**src/rtl/sync_cnt_pkg.sv**
```systemverilog
// Shared definitions for the synchronous JK-based counters: direction
// encoding and the per-bit excitation modes used by the next-state logic.
package sync_cnt_pkg;

  localparam logic DIR_UP = 1'b1;
  localparam logic DIR_DN = 1'b0;

  // How the JK inputs of every bit are driven on the coming edge.
  typedef enum logic [1:0] {
    EXC_HOLD  = 2'b00,  // J = K = 0, keep the count
    EXC_STEP  = 2'b01,  // J = K = toggle, plain binary +/-1
    EXC_FORCE = 2'b10   // J = n, K = ~n, jam a target value (wrap/load)
  } exc_mode_e;

endpackage

```
**src/rtl/jk_ff.sv**
```systemverilog
// Single JK flip-flop with synchronous active-high reset to 0.
// JK = 00 hold, 01 reset, 10 set, 11 toggle.
module jk_ff (
  input  logic clk,
  input  logic reset,
  input  logic j,
  input  logic k,
  output logic q
);

  // JK state update, reset has priority over the excitation inputs
  always_ff @(posedge clk) begin
    if (reset) begin
      q <= 1'b0;
    end else begin
      case ({j, k})
        2'b00:   q <= q;
        2'b01:   q <= 1'b0;
        2'b10:   q <= 1'b1;
        2'b11:   q <= ~q;
        default: q <= q;
      endcase
    end
  end

endmodule

```
**src/rtl/sync_updown_jk.sv**
```systemverilog
// Synchronous modulo-MOD up/down counter built from one JK flip-flop per bit.
// Priority per edge: reset > load > en > hold. tc flags that the next
// enabled step wraps; wrap is a registered one-cycle pulse after a wrap.
module sync_updown_jk
  import sync_cnt_pkg::*;
#(
  parameter int WIDTH = 4,
  parameter int MOD   = 16
) (
  input  logic             clk,
  input  logic             reset,
  input  logic             en,
  input  logic             up_dn,
  input  logic             load,
  input  logic [WIDTH-1:0] d,
  output logic [WIDTH-1:0] q,
  output logic             tc,
  output logic             wrap
);

  localparam logic [WIDTH-1:0] LAST = WIDTH'(MOD - 1);

  logic             in_range;
  logic             at_end;
  logic [WIDTH-1:0] load_val;
  logic [WIDTH-1:0] toggle;
  logic [WIDTH-1:0] target;
  logic [WIDTH-1:0] j;
  logic [WIDTH-1:0] k;
  exc_mode_e        mode;

  // Compared in 32 bits so the check stays meaningful when MOD == 2**WIDTH.
  assign in_range = (32'(q) < MOD);
  assign load_val = (32'(d) >= MOD) ? LAST : d;

  // Terminal-count detection: the current value is the last one in the
  // selected direction; an out-of-range state never reports terminal count.
  always_comb begin
    at_end = 1'b0;
    if (up_dn == DIR_UP) begin
      at_end = in_range & (q == LAST);
    end else begin
      at_end = in_range & (q == {WIDTH{1'b0}});
    end
  end

  assign tc = ~reset & en & ~load & at_end;

  // Binary toggle enables: bit i flips when all lower bits are 1 (up)
  // or all lower bits are 0 (down); bit 0 always flips.
  always_comb begin
    logic [WIDTH-1:0] mask;
    toggle = {WIDTH{1'b0}};
    mask   = {WIDTH{1'b0}};
    for (int i = 0; i < WIDTH; i++) begin
      if (up_dn == DIR_UP) begin
        toggle[i] = ((q & mask) == mask);
      end else begin
        toggle[i] = ((q & mask) == {WIDTH{1'b0}});
      end
      mask[i] = 1'b1;
    end
  end

  // Select how the flip-flops are excited and, for forced moves, the target.
  always_comb begin
    mode   = EXC_HOLD;
    target = q;
    if (load) begin
      mode   = EXC_FORCE;
      target = load_val;
    end else if (en) begin
      if (!in_range) begin
        mode   = EXC_FORCE;
        target = {WIDTH{1'b0}};
      end else if (at_end) begin
        mode   = EXC_FORCE;
        target = (up_dn == DIR_UP) ? {WIDTH{1'b0}} : LAST;
      end else begin
        mode   = EXC_STEP;
        target = q;
      end
    end else begin
      mode   = EXC_HOLD;
      target = q;
    end
  end

  // Translate the selected mode into per-bit J/K excitation.
  always_comb begin
    j = {WIDTH{1'b0}};
    k = {WIDTH{1'b0}};
    case (mode)
      EXC_HOLD: begin
        j = {WIDTH{1'b0}};
        k = {WIDTH{1'b0}};
      end
      EXC_STEP: begin
        j = toggle;
        k = toggle;
      end
      EXC_FORCE: begin
        j = target;
        k = ~target;
      end
      default: begin
        j = {WIDTH{1'b0}};
        k = {WIDTH{1'b0}};
      end
    endcase
  end

  genvar gi;
  generate
    for (gi = 0; gi < WIDTH; gi++) begin : g_bit
      jk_ff u_ff (
        .clk   (clk),
        .reset (reset),
        .j     (j[gi]),
        .k     (k[gi]),
        .q     (q[gi])
      );
    end
  endgenerate

  // One-cycle pulse following every wrap step.
  always_ff @(posedge clk) begin
    if (reset) begin
      wrap <= 1'b0;
    end else begin
      wrap <= tc;
    end
  end

endmodule
```
**config.mk**
```make
export PLATFORM = sky130hd
export DESIGN_NAME = sync_updown_jk
export DESIGN_NICKNAME = d
export VERILOG_FILES = /design/src/rtl/sync_cnt_pkg.sv /design/src/rtl/jk_ff.sv /design/src/rtl/sync_updown_jk.sv
export SDC_FILE = /design/constraint.sdc
export NUM_CORES = 1
export LEC_CHECK = 0
export ABC_CLOCK_PERIOD_IN_PS = 1200
export BUFFER_PORTS_ARGS = -buffer_cell sky130_fd_sc_hd__buf_2
export CAP_MARGIN = 20
export CORE_AREA = 10 10 47 49
export CTS_BUF_LIST = sky130_fd_sc_hd__clkbuf_16
export DETAILED_ROUTE_END_ITERATION = 8
export DIE_AREA = 0 0 57 59
export PLACE_DENSITY = 0.63
export SLEW_MARGIN = 15
export SYNTH_ARGS = -nofsm -noshare
export SYNTH_HDL_FRONTEND = slang
export SYNTH_SLANG_ARGS = --single-unit
```
**constraint.sdc**
```tcl
create_clock -name clk -period 1.2 [get_ports clk]
set_input_delay 0.12 -clock clk [delete_from_list [all_inputs] [get_ports clk]]
set_output_delay 0.12 -clock clk [all_outputs]
set_load 0.02 [all_outputs]
```
==> metrics, run 1 <==
Hold Crit Class primary input to flop; Worst Setup Start Kind flop; Reg clk slew, reported paths about 30 ps; PwrDens 1480 nW/um^2; met1 WL approximately 560 um; Hold Fails Final Rpt 0; DP Area 500 sq um; count of nets after finishing 77; Die Span X 57 um; HPWL after DPL 886 um; max cap viols 0; number of global-route vias before repair 430; Synth Instances 53; cts bufs inserted 3; remaining routing DRC violations 0; crit-path leading delay family simple AND/OR/NAND/NOR gates; antenna cells 0; Yosys top cell area share between 20% and 30%; CTS Buffer Depth 2; fmax around 0.62 GHz; reg2reg setup slack -150 ps; top post-synthesis cells by area dfxtp_1 24%, nor4b_1 8.5%, buf_4 7.3%; synthesized area 413 sq um; Arr. time, crit path 1490 ps; Final GP Congestion about 0.77; clk root buf clkbuf_16; WL/cell 13.7 um; Total Routing Usage GR between 6 and 7%; final setup TNS -593 ps; VDD IR max 1360 uV; routed vias between 400 and 500; H-tree depth 1; Setup Viol. Count Final 3; Reg2Reg Depth 4; routed wl met3 roughly 80 um; r2r startpoint g_bit[0].u_ff.q; mean post-synth cell area approximately 8 sq um; Vias/cell 5.24; CP Data Required Time roughly 1100 ps; Synth Flop Type dfxtp_1; I/O pin cnt 15; area grow syn2layout 52.1%; hold buffers post-CTS 0; area leader, netlist dfxtp_1; hold depth 3; setup ws final -408 ps; Worst-Margin Slew 262 ps; RSZ-0062 raised after global routing true; yosys synthesis warning count 0; clk sink count 5; PortBufs 14; drt total wl 1.14 mm; largest net degree at the start of global routing 12; Util after Layout roughly 45%; Routed Antenna Nets 0; CP Capture Type primary output; DP Worst Slack -237 ps; violated checks negative setup slack; chip height 59 um; Yosys reg bits 5; Final Slew Violations 0; initial antenna violation count 0; cell area after layout around 630 sq um; critical path type flop to primary output; Tmin final ~1600 ps; most frequent CP cell or3_4; count of cell types in the netlist 28; Seq/Total Area, Yosys approximately 24%; fin crit share 134%; outcome finished with violations; CTS tree yes; CP Cell Sequence or3_4 -> or3_4 -> a21oi_4 -> buf_6; Leakage 0.264 nW; core area 1400 sq um; Hold Path Sink g_bit[2].u_ff.q; fraction of registers with async set/reset 0%; Max-slew headroom 82.3%; met2 WL post-DR ~500 um; DR pass1 iterations 4; first-pass GRT wire length 1.84 mm; worst hold start d[2]; EDFF count, synth 0; Max Fanout on Critical Path 2; row cnt 14; critical path buffer and inverter count 1; initial core utilization approximately 29%; die footprint 3360 sq um; max incr delay on CP 360 ps; slowest cell on the critical path or3_4; layout cell share with drive strength beyond 1 44.8%; Clk Latency, worst-skew pair 220 ps; Post-Syn Nets between 60 and 70; global route total overflow 0; 1st-iter DRT viols 8; clock skew about 0.75 ps; reg2reg end g_bit[3].u_ff.q; DR top layer met3
==> per-layer routing <==
metal	track usage (%)	vias to the layer above
li1	-	223
met2	10.9	12
met4	1.01	0
met3	4.29	0
met1	7.37	200
met5	0	-
==> sequential cells by signal, indices dropped and copies added (netlist names) <==
signal and count:
g_bit.u_ff.q 4, wrap 1
==> power by group <==
group | switching (mW) | internal [mW]
registers | 0.0128 | 0.181
logic | 0.103 | 0.0911
clock network | 0.107 | 0.431
total | 0.223 | 0.704
==> tightest hold or removal path, cell delays in order <==
cell and delay (ps):
buf_2 70, a31oi_1 70, o211ai_1 80
==> cell usage after synthesis, types with 2 or more instances <==
| cell type | count |
|---|---|
| or3_1 | 2 |
| buf_4 | 4 |
| a31oi_1 | 2 |
| inv_1 | 3 |
| nor2_1 | 2 |
| a21oi_1 | 4 |
| nand2_1 | 2 |
| clkbuf_1 | 2 |
| nand3_1 | 3 |
| nor4b_1 | 4 |
| dfxtp_1 | 5 |
| buf_2 | 3 |
| and3_1 | 2 |
==> repair_timing <==
item                                    4_1_cts  5_1_grt
buffers inserted                              0        0
endpoints found under the setup margin        4        5
pin swaps                                     2        1
gates resized for setup                       5        4
==> layout by cell type (no fill, tap or decap), types with 2 or more instances in the layout <==
master,count
or3_4,2
and3_1,2
clkbuf_16,3
buf_4,6
buf_2,13
nand3_1,3
a21oi_1,3
dfxtp_1,5
inv_1,4
nor4b_1,2
nor4b_2,2
nand2_1,2
nor2_1,2
a31oi_1,2
==> final cells by class <==
cell class                      instances  area [sq um]
Clock buffer                            3          75.1
Sequential cell                         5           100
Multi-Input combinational cell         35           297
Clock inverter                          1          3.75
Tap cell                               16          20.0
Fill cell                             142           773
Inverter                                3          11.3
Timing Repair Buffer                   20           121
==> cells by family after synthesis <==
group                     count (synthesis)  synth area share [%]
muxes                                     1                  2.42
xor gates and xnor gates                  2                  4.24
and+or+nand+nor                          21                  32.4
AOI/OAI and AO/OA                        11                  18.5
buffers and inverters                    13                  18.2
DFF                                       5                  24.2
==> metrics by stage <==
step           std cells  power, mW  hold WS, ps
6_report              83      0.927          153
5_1_grt               83      0.973          166
2_1_floorplan         53      0.323          267
3_5_place_dp          79      0.366          382
3_3_place_gp          79      0.363          366
4_1_cts               83      0.920          151
==> how the worst max path moves through the flow <==
stage / startpoint / end / slack [ps] / cells after the start
after floorplan: g_bit[0].u_ff.q / tc / -240 / 4
after global placement: g_bit[1].u_ff.q / tc / -220 / 4
after detailed placement: g_bit[1].u_ff.q / tc / -240 / 4
after CTS: g_bit[0].u_ff.q / tc / -410 / 4
after global routing: g_bit[0].u_ff.q / tc / -470 / 4
final: g_bit[0].u_ff.q / tc / -410 / 4
No activity file was read; power rests on OpenSTA's default activity.
==> run 2, diff against run 1 <==
--- a/config.mk
+++ b/config.mk
@@ -12,8 +12,8 @@
 export CTS_BUF_LIST = sky130_fd_sc_hd__clkbuf_16
 export DETAILED_ROUTE_END_ITERATION = 8
 export DIE_AREA = 0 0 57 59
-export PLACE_DENSITY = 0.63
-export SLEW_MARGIN = 15
+export SLEW_MARGIN = 20
 export SYNTH_ARGS = -nofsm -noshare
 export SYNTH_HDL_FRONTEND = slang
+export SYNTH_HIERARCHICAL = 1
 export SYNTH_SLANG_ARGS = --single-unit
==> metrics, run 2 <==
outcome finished with violations; violated checks negative setup slack; row cnt 14; Synth Instances 48; critical path buffer and inverter count 1; drt total wl 1.27 mm; clk root buf clkbuf_16; Die Span X 57 um; Regs by FF count g_bit.u_ff/q: 4 flops, wrap: 1 flops; Worst-Margin Slew 380 ps; Final Non-Filler Cells 95; number of global-route vias before repair 501; Post-Syn Nets 57; Yosys reg bits 5; clock skew 1.54 ps; clk sink count 5; layout cell share with drive strength beyond 1 53.2%; DR pass1 iterations 4; CTS Buffer Depth 2; initial core utilization about 25%; count of nets after finishing 89; routed vias 480; Clk Latency, worst-skew pair 230 ps; chip height 59 um; hold buffers post-CTS 0; max cap viols 0; Total Routing Usage GR 8.08%; Synth top cells by count 7 x a211oi_1, 7 x nand2_1, 6 x nor2_1, 5 x dfxtp_1; PortBufs 14; core area 1400 sq um; Setup Viol. Count Final 6; die footprint 3360 sq um; max FFs per register 4; EDFF count, synth 0; fmax 0.667 GHz; Arr. time, crit path about 1400 ps; global route total overflow 0; antenna cells 0; H-tree depth 1; crit-path leading delay family simple AND/OR/NAND/NOR gates; setup ws final -299 ps; Leakage between 0.2 and 0.3 nW; Reg clk slew, reported paths approximately 30 ps; remaining routing DRC violations 0; 1st-iter DRT viols 13; cell area after layout 657 sq um; critical path type flop to primary output; Cells after DPL 88; Synth Flop Type dfxtp_1; count of cell types in the netlist 17; yosys synthesis warning count 6; PwrDens around 1500 nW/um^2; most frequent cells in the layout 13 x buf_2, 13 x buf_4, 7 x nand2_1; Worst Setup Start Kind flop; Tot Pwr 0.967 mW; WL/cell about 13 um; reg2reg setup slack -290 ps; Yosys top cell area share 28.6%; CP Data Required Time 1080 ps; DP Worst Slack -148 ps; DP Area 539 sq um; Hold Fails Final Rpt 0; fin crit share 125%; I/O pin cnt 15; RSZ-0062 raised after global routing true; initial antenna violation count 0; cts bufs inserted 3; CP Capture Type primary output; CTS tree yes; HPWL after DPL 936 um; slowest cell on the critical path dfxtp_4; Vias/cell slightly above 5; Util after Layout 46.9%; Seq/Total Area, Yosys ~29%; Routed Antenna Nets 0; fraction of registers with async set/reset 0%; synthesized area around 350 sq um; area grow syn2layout 87.5%; Tmin final about 1500 ps; Max Fanout on Critical Path 3; Max-slew headroom roughly three quarters; Hold Crit Class primary input to flop; Biggest register g_bit.u_ff/q; mean post-synth cell area ~7.3 sq um; max incr delay on CP 350 ps; first-pass GRT wire length ~2.2 mm; area leader, netlist dfxtp_1; CP Cell Sequence nor4_4 -> nand2_2 -> a211oi_4 -> buf_6; Final Slew Violations 0; Final GP Congestion 0.801; largest net degree at the start of global routing 10; VDD IR max 739 uV; top post-synthesis cells by area dfxtp_1 29%, a211oi_1 15%, nand2_1 7.5%
run 2: changes by cell type in the layout (fill, tap and decap cells not counted), moves of 3 or more:
cell and change:
o22ai_1 +4, nand2_1 +5, nand3_1 -3, dfxtp_4 +3
buf_4 +7, dfxtp_1 -4, nor2_1 +4, a211oi_1 +6
run 2: where the power goes:
group	total [mW]	internal, mW	switching [mW]
logic	0.220	0.109	0.111
registers	0.205	0.183	0.0219
clock network	0.543	0.432	0.111
run 2: final cells by class:
class                      count  area, sq um
inverter                       2         7.51
tap                           16         20.0
clock buffer                   3         75.1
fill                         154          744
multi-input combinational     41          264
clock inverter                 1         3.75
timing repair buffer          27          174
sequential                     5          113
run 2: per-stage QoR:
stage          setup TNS [ps]  hold slack [ps]
2_1_floorplan            -261              189
3_3_place_gp             -456              408
3_5_place_dp             -538              415
4_1_cts                 -1060              176
5_1_grt                 -1640              187
6_report                -1200              185
run 2: what timing repair did:
item / in CTS / in global routing
pin swaps: 5 / 0
setup buffers: 3 / 0
endpoints found under the setup margin: 5 / 6
gates resized for setup: 7 / 0
run 2: worst paths after layout:
path | start | cells past startpoint | to
max reg2reg | g_bit[2].u_ff/q | 7 | g_bit[2].u_ff/q
min | reset | 2 | g_bit[3].u_ff/q
max | g_bit[2].u_ff/q | 4 | tc
min reg2reg | g_bit[3].u_ff/q | 2 | g_bit[3].u_ff/q
run 2: per-layer routing:
metal / track usage (%) / routed length, um / vias to the layer above
met2: 12.6 / 585 / 21
met4: 7.05 / 38 / 0
met3: 2.36 / 81 / 4
met1: 8.78 / 568 / 214
li1: - / - / 241
met5: 0 / 0 / -
run 2: worst register-to-register path: cells and delay by family, from the launching register on:
kind | cells | cell delay, ps
AO/OA/AOI/OAI | 2 | 310
buffers and inverters | 1 | 180
flip-flops | 1 | 350
AND/OR/NAND/NOR | 4 | 550
run 2: logic make-up after synthesis:
kind of cell | Yosys count | share of synthesized area (%)
AND/OR/NAND/NOR | 22 | 34.6
buffers and inverters | 2 | 2.14
flip-flops | 5 | 28.6
AO/OA/AOI/OAI | 19 | 34.6
==> run 3, diff against run 2 <==
--- a/config.mk
+++ b/config.mk
@@ -10,8 +10,10 @@
 export CAP_MARGIN = 20
 export CORE_AREA = 10 10 47 49
 export CTS_BUF_LIST = sky130_fd_sc_hd__clkbuf_16
+export CTS_CLUSTER_SIZE = 24
 export DETAILED_ROUTE_END_ITERATION = 8
 export DIE_AREA = 0 0 57 59
+export RECOVER_POWER = 50
 export SLEW_MARGIN = 20
 export SYNTH_ARGS = -nofsm -noshare
 export SYNTH_HDL_FRONTEND = slang
==> metrics, run 3 (same netlist as run 2, synthesis figures left out) <==
Regs by FF count g_bit.u_ff/q: 4 flops, wrap: 1 flops; Arr. time, crit path 1380 ps; max cap viols 0; Worst-Margin Slew 380 ps; number of global-route vias before repair 501; clk root buf clkbuf_16; area grow syn2layout 86.8%; Reg clk slew, reported paths 30 ps; critical path type flop to primary output; Die Span X 57 um; Biggest register g_bit.u_ff/q; CTS Buffer Depth 2; CP Capture Type primary output; r2r startpoint g_bit[2].u_ff/q; reg2reg setup slack -290 ps; DP Worst Slack -148 ps; largest net degree at the start of global routing 10; most frequent cells in the layout 13 x buf_4, 11 x buf_2, 7 x nand2_1; global route total overflow 0; Final Slew Violations 0; area of the multi-input gates 264 sq um; fin crit share 125%; Tmin final roughly 1500 ps; Setup Viol. Count Final 6; DP Area roughly 540 sq um; Worst Setup Start Kind flop; max FFs per register 4; fill count between 150 and 200; clock skew around 1.5 ps; CP Cell Sequence nor4_4 -> nand2_2 -> a211oi_4 -> buf_6; slowest cell on the critical path dfxtp_4; count of nets after finishing slightly below 90; Hold Fails Final Rpt 0; Max-slew headroom between 70% and 80%; CTS tree yes; initial antenna violation count 0; critical path buffer and inverter count 1; Clk Latency, worst-skew pair 230 ps; layout cell share with drive strength beyond 1 between 50% and 60%; outcome finished with violations; cell area after layout 654 sq um; first-pass GRT wire length 2.19 mm; max incr delay on CP ~350 ps; H-tree depth 1; DR pass1 iterations 4; Reg2Reg Depth 7; core area roughly 1400 sq um; worst hold slack 185 ps; cts bufs inserted 3; commonest non-fill, non-tap cell in the layout buf_4; RSZ-0062 raised after global routing true; reg2reg end g_bit[2].u_ff/q; chip height between 50 and 60 um; register area 113 sq um; drt total wl 1.28 mm; Vias/cell 5.05; Tot Pwr around 0.97 mW; VDD IR max around 740 uV; Routed Antenna Nets 0; PwrDens 1480 nW/um^2; die footprint 3360 sq um; violated checks negative setup slack; 1st-iter DRT viols 13; Total Routing Usage GR 8.08%; Final GP Congestion 0.801; WL/cell 13.4 um; WP depth 4; I/O pin cnt 15; fmax 0.667 GHz; clk sink count 5; antenna cells 0; setup ws final -299 ps; Max Fanout on Critical Path 3; remaining routing DRC violations 0; routed vias 480; PortBufs 14; Critical Path Source g_bit[2].u_ff/q; row cnt 14; Hold Crit Class primary input to flop; crit-path leading delay family simple AND/OR/NAND/NOR gates; Leakage ~0.29 nW; CP endpoint tc; initial core utilization roughly 25%; HPWL after DPL 936 um; CP Data Required Time 1080 ps
run 3: changes by cell type in the layout (fill, tap and decap cells not counted), sizes merged:
cell,previous run,this run
buf,27,25
clkbuf,3,5
run 3: cell type report:
class / instances / share of cell area [%]
tap: 16 / 3.06
multi-input combinational: 41 / 40.3
clock buffer: 3 / 11.5
clock inverter: 1 / 0.574
inverter: 2 / 1.15
timing repair buffer: 27 / 26.2
sequential: 5 / 17.2
run 3: worst min-delay path by stage:
| stage | startpoint | slack [ps] | cells past startpoint | endpoint |
|---|---|---|---|---|
| after global routing | reset | 190 | 2 | g_bit[3].u_ff/q |
| after CTS | reset | 180 | 2 | g_bit[2].u_ff/q |
| after global placement | reset | 410 | 2 | g_bit[2].u_ff/q |
| after floorplan | reset | 190 | 1 | g_bit[1].u_ff/q |
| after detailed placement | reset | 410 | 2 | g_bit[1].u_ff/q |
| final | reset | 190 | 2 | g_bit[3].u_ff/q |
run 3: worst reg2reg max path, stage by stage, from the launching register on:
cell and delay (ps):
dfxtp_4 350, nor4_4 310, buf_4 180, and2_4 140
nor3_1 50, o21ai_2 140, nor2_1 50, a211oi_1 170
run 3: power by group:
part	internal, mW	leakage, nW	switching, mW
Sequential	0.183	0.0434	0.0221
Combinational	0.108	0.204	0.111
Clock	0.432	0.0423	0.111
Total	0.722	0.289	0.244
run 3: stage by stage:
stage / TNS (ps) / instances / utilization (%)
2_1_floorplan: -261 / 48 / -
3_3_place_gp: -456 / 88 / 38.5
3_5_place_dp: -538 / 88 / 38.5
4_1_cts: -1060 / 95 / 46.9
5_1_grt: -1640 / 95 / 46.7
6_report: -1200 / 95 / 46.7
run 3: timing repair:
item | in CTS | in global routing
hold endpoints to repair | 0 | 0
endpoints found under the setup margin | 5 | 6
setup buffers | 3 | 0
gates resized for setup | 7 | 0
hold buffers | 0 | 0
pin swaps | 5 | 0
run 3: metal layers:
metal  global-route usage [%]  wire length, um  vias up
met4                     7.05               38        0
met1                     8.78              570      214
li1                         -                -      241
met2                     12.6              585       21
met5                        0                0        -
met3                     2.36               82        4
